==> config.mk <==
export PLATFORM = sky130hd
export DESIGN_NAME = cordic_seq
export DESIGN_NICKNAME = d
export VERILOG_FILES = /design/src/rtl/cordic_seq.sv
export SDC_FILE = /design/constraint.sdc
export NUM_CORES = 1
export LEC_CHECK = 0
export ABC_CLOCK_PERIOD_IN_PS = 6000
export BUFFER_PORTS_ARGS = -buffer_cell sky130_fd_sc_hd__buf_2
export CORE_UTILIZATION = 61
export CTS_CLUSTER_SIZE = 16
export DETAILED_ROUTE_END_ITERATION = 7
export PLACE_DENSITY = 0.82
export SLEW_MARGIN = 20
export SYNTH_ARGS = -nofsm -noshare
export SYNTH_HDL_FRONTEND = slang
export SYNTH_SLANG_ARGS = --single-unit
export TNS_END_PERCENT = 30
==> constraint.sdc <==
create_clock -name clk -period 6 [get_ports clk]
set_input_delay 0.6 -clock clk [delete_from_list [all_inputs] [get_ports clk]]
set_output_delay 0.6 -clock clk [all_outputs]
set_load 0.01 [all_outputs]
==> src/rtl/cordic_seq.sv <==
// Iterative 16-step CORDIC rotator: one angle in, cos/sin out, sequencing the
// external arctangent constant ROM one address per cycle.
module cordic_seq #(
   parameter logic [19:0] X_INIT = 20'h04DBA
) (
   input  logic        clk,
   input  logic        reset,
   input  logic        in_valid,
   output logic        in_ready,
   input  logic [19:0] angle,
   output logic [3:0]  rom_addr,
   input  logic [19:0] rom_data,
   output logic        out_valid,
   input  logic        out_ready,
   output logic [19:0] cos_out,
   output logic [19:0] sin_out,
   output logic        busy,
   output logic [1:0]  dbg_state
);

   // Handshakes: a transfer happens on a rising edge where valid and ready are
   // both high; ready/valid outputs come only from registered state, never
   // combinationally from the partner's valid/ready.
   typedef enum logic [1:0] {
      S_IDLE = 2'd0,
      S_RUN  = 2'd1,
      S_DONE = 2'd2
   } state_t;

   state_t             r_state;
   state_t             w_state_nxt;
   logic signed [19:0] r_x;
   logic signed [19:0] r_y;
   logic signed [19:0] r_z;
   logic [3:0]         r_iter;
   logic signed [19:0] w_x_sh;
   logic signed [19:0] w_y_sh;

   assign w_x_sh = r_x >>> r_iter;
   assign w_y_sh = r_y >>> r_iter;

   always_ff @(posedge clk or posedge reset) begin
      if (reset) begin
         r_state <= S_IDLE;
      end else begin
         r_state <= w_state_nxt;
      end
   end

   always_comb begin
      w_state_nxt = r_state;
      in_ready    = 1'b0;
      out_valid   = 1'b0;
      busy        = 1'b0;
      rom_addr    = 4'd0;
      unique case (r_state)
         S_IDLE: begin
            in_ready = 1'b1;
            if (in_valid) w_state_nxt = S_RUN;
         end
         S_RUN: begin
            busy     = 1'b1;
            rom_addr = r_iter;
            if (r_iter == 4'd15) w_state_nxt = S_DONE;
         end
         S_DONE: begin
            busy      = 1'b1;
            out_valid = 1'b1;
            if (out_ready) w_state_nxt = S_IDLE;
         end
         default: w_state_nxt = S_IDLE;
      endcase
   end

   // Rotation direction follows the sign of the residual angle z.
   always_ff @(posedge clk or posedge reset) begin
      if (reset) begin
         r_x    <= '0;
         r_y    <= '0;
         r_z    <= '0;
         r_iter <= '0;
      end else begin
         unique case (r_state)
            S_IDLE: begin
               if (in_valid) begin
                  r_x    <= X_INIT;
                  r_y    <= '0;
                  r_z    <= $signed(angle);
                  r_iter <= '0;
               end
            end
            S_RUN: begin
               if (!r_z[19]) begin
                  r_x <= r_x - w_y_sh;
                  r_y <= r_y + w_x_sh;
                  r_z <= r_z - $signed(rom_data);
               end else begin
                  r_x <= r_x + w_y_sh;
                  r_y <= r_y - w_x_sh;
                  r_z <= r_z + $signed(rom_data);
               end
               r_iter <= r_iter + 4'd1;
            end
            default: ;
         endcase
      end
   end

   assign cos_out   = r_x;
   assign sin_out   = r_y;
   assign dbg_state = r_state;

endmodule

==> flow_summary.yaml <==
status:
  status: "complete, no violations"
clock_network:
  cts_tree: "yes"
  clock_path_buffers: 2
  ctsResizeCount: 0
  worstSkewPairLatency_ns: 0.35
  clock_sinks: 66
  cts_setup_buffers: 0
  htree_levels: 3
  root_buffer: "clkbuf_16"
  path_clk_slew_ns: 0.06
  cts_made_buffers: 9
  holdBufCountCts: 0
routing:
  postRouteWirelength_um: 23130
  via_per_inst: 6.437
  post-route-drc-count: 0
  drt-wirelength-per-cell_um: 18.24
  drt-initial-drc-count: 689
  dr.pass1.iters: 5
  antenna_left: 0
  num_vias: 8162
finish:
  finish.utilization_pct: 69.63
  antennaDiodeCount: 0
  multi_input_area_um2: 6492
  fin_nets: 1198
  ff_latch_area_um2: 1655
  fillers: 1141
  area_delta_synth_final_pct: 9.379
  drive_above_1_share_pct: 17.31
sta:
  max_freq_mhz: 184.1
  hold_violations: 0
  skew_ns: 0.005389
  tightest_slew_ns: 0.9128
  finalMaxSlewViolations: 0
  slew_headroom_pct: 39.15
  setup_viol: 0
  tns_ns: 0
  rsz0062_at_grt: "false"
  fin_crit_ns: 5.432
  finalCritPeriodShare_pct: 90.53
setup_path:
  endpoint_kind: "register"
  critPathMaxFanout: 34
  cp_data_required_time_ns: 6.22
  crit_type: "reg -> reg"
  cp-start-kind: "register"
  r2r-end: "cos_out[19]$_DFFE_PP0P_"
  rr_startpoint: "r_iter[3]$_DFFE_PP0P_"
  r2r_cells: 19
  crit_arrival_ns: 5.65
  r2r_setup_slack_ns: 0.57
logic_synthesis:
  avgSynthCellArea_um2: 8.323
  yosys_warnings: 0
  synth_fp_nets: 1140
  synth_top_flop_cell: "dfrtp_1"
  async_reset_ff_share_pct: 100.0
  synth_cell_types: 79
  ys_seq_elements: 66
  syn_inst: 1029
  synth-edff-count: 0
  ys_seq_area_share_pct: 19.28
  syn_area_um2: 8564
grt:
  grt_max_degree: 67
  gr-total-overflow: 0
  grt.total_usage_pct: 33.44
  grt_pass1_vias: 7899
  grt_first_pass_wirelength_um: 38360
  antenna_found_initial: 0
worst_hold_path:
  worstHoldPathType: "in -> async"
floorplanning:
  io_pins: 93
  die_h_um: 120.5
  start_util_pct: 63.66
  fp.dieW_um: 120.5
  rows: 42
  die_area_um2: 14520
  coreArea_um2: 13450
run:
  drv_cap: 0
placed_design:
  numPortBuffers: 92
  place_congestion: 0.9484
  dp_hpwl_um: 17040
state kept, by name, indices dropped and copies added, names as in the netlist:
name	flops
cos_out	20
r_z	20
sin_out	20
r_iter	4
dbg_state	2
worst max-delay path, cell delays in order, from the launching register on:
cell       delay [ns]
dfrtp_2          0.82
mux4_2           0.61
and2_1           0.17
a31oi_1          0.20
nand2_1          0.07
o21ai_0          0.13
ha_1             0.26
nand3_1          0.11
o31ai_1          0.25
xnor2_1          0.16
ha_1             0.30
a21oi_1          0.31
nor2b_1          0.09
a311o_1          0.35
and4_1           0.23
o31ai_1          0.34
o21ai_0          0.21
a31oi_1          0.32
mux2i_1          0.23
o2111ai_1        0.12
placed cells by master (no fill, tap or decap), drive strengths merged, types with 11 or more instances in the layout:
cell type,netlist,final
a21o,12,12
clkbuf,36,12
buf,21,104
mux2,21,21
xnor2,50,50
inv,38,38
a21oi,90,90
mux4,32,32
dfrtp,66,66
a31oi,25,25
nand2b,19,19
o21ai,77,77
nor3,26,26
o211ai,11,11
mux2i,41,41
nand3,15,15
nor2,82,82
nand2,108,108
xor2,51,51
ha,64,64
per-stage QoR:
stage	hold slack, ns	area [um^2]	setup WS [ns]	cells
finish	0.4924	9368	0.5683	1268
detailed placement	0.4777	9055	0.5784	1252
global route	0.5074	9368	0.01622	1268
floorplan	0.4538	8564	1.322	1029
global placement	0.4708	9055	0.7755	1252
CTS	0.4922	9361	0.5704	1268
cell families after synthesis:
group,count (synthesis),synth area share (%)
buf+inv,95,4.996
mux,94,16.25
simple gates,315,17.69
fa+ha+maj,67,10.05
flops,66,19.28
compound gates,291,21.23
xor+xnor,101,10.50
per-layer routing:
metal,routed length (um),up-vias,global-route usage (%)
met5,0,-,0
met4,1104,0,15.20
met3,1755,82,6.509
met2,10800,372,55.93
met1,9472,3817,41.67
li1,-,3891,-
layout make-up:
type / count / share of cell area, %
clock buffer: 12 / 2.738
clock inverter: 4 / 0.5343
inverter: 38 / 1.523
multi-input combinational: 868 / 69.31
sequential: 66 / 17.67
tap: 176 / 2.351
timing repair buffer: 104 / 5.877
worst max path at each step:
stage | to | slack, ns | startpoint
final | cos_out[19]$_DFFE_PP0P_ | 0.57 | r_iter[3]$_DFFE_PP0P_
after global placement | cos_out[19]$_DFFE_PP0P_ | 0.78 | r_iter[1]$_DFFE_PP0P_
after detailed placement | cos_out[19]$_DFFE_PP0P_ | 0.58 | r_iter[1]$_DFFE_PP0P_
after CTS | cos_out[19]$_DFFE_PP0P_ | 0.57 | r_iter[1]$_DFFE_PP0P_
after floorplan | cos_out[19]$_DFFE_PP0P_ | 1.32 | r_iter[1]$_DFFE_PP0P_
after global routing | cos_out[19]$_DFFE_PP0P_ | 0.02 | r_iter[1]$_DFFE_PP0P_
Yosys cell counts (5+ instances only):
master    number  area, um^2
a21o_1        12       90.09
a21oi_1       89       445.4
a22o_1         5       43.79
a31oi_1       25       156.4
and2_1        10       62.56
and3_1         9       56.30
buf_2          9       45.04
buf_6          5       56.30
clkbuf_1      36       135.1
dfrtp_1       66        1652
ha_1          64       800.8
inv_1         36       135.1
mux2_1         5       56.30
mux2_2        15       168.9
mux2i_1       39       390.4
mux4_2        31       698.2
nand2_1      108       405.4
nand2b_1      19       118.9
nand3_1       15       75.07
nor2_1        82       307.8
nor2b_1       10       62.56
nor3_1        25       125.1
nor3b_1        5       37.54
o211ai_1      10       75.07
o21a_1         9       67.56
o21ai_0       74       370.4
o21bai_1       5       37.54
o22ai_1       10       62.56
o31ai_1       10       75.07
or3_1          9       56.30
xnor2_1       48       420.4
xor2_1        51       446.7
Power is not shown: default switching activity piles up to over one toggle a cycle in this logic, so the estimate is an artifact.
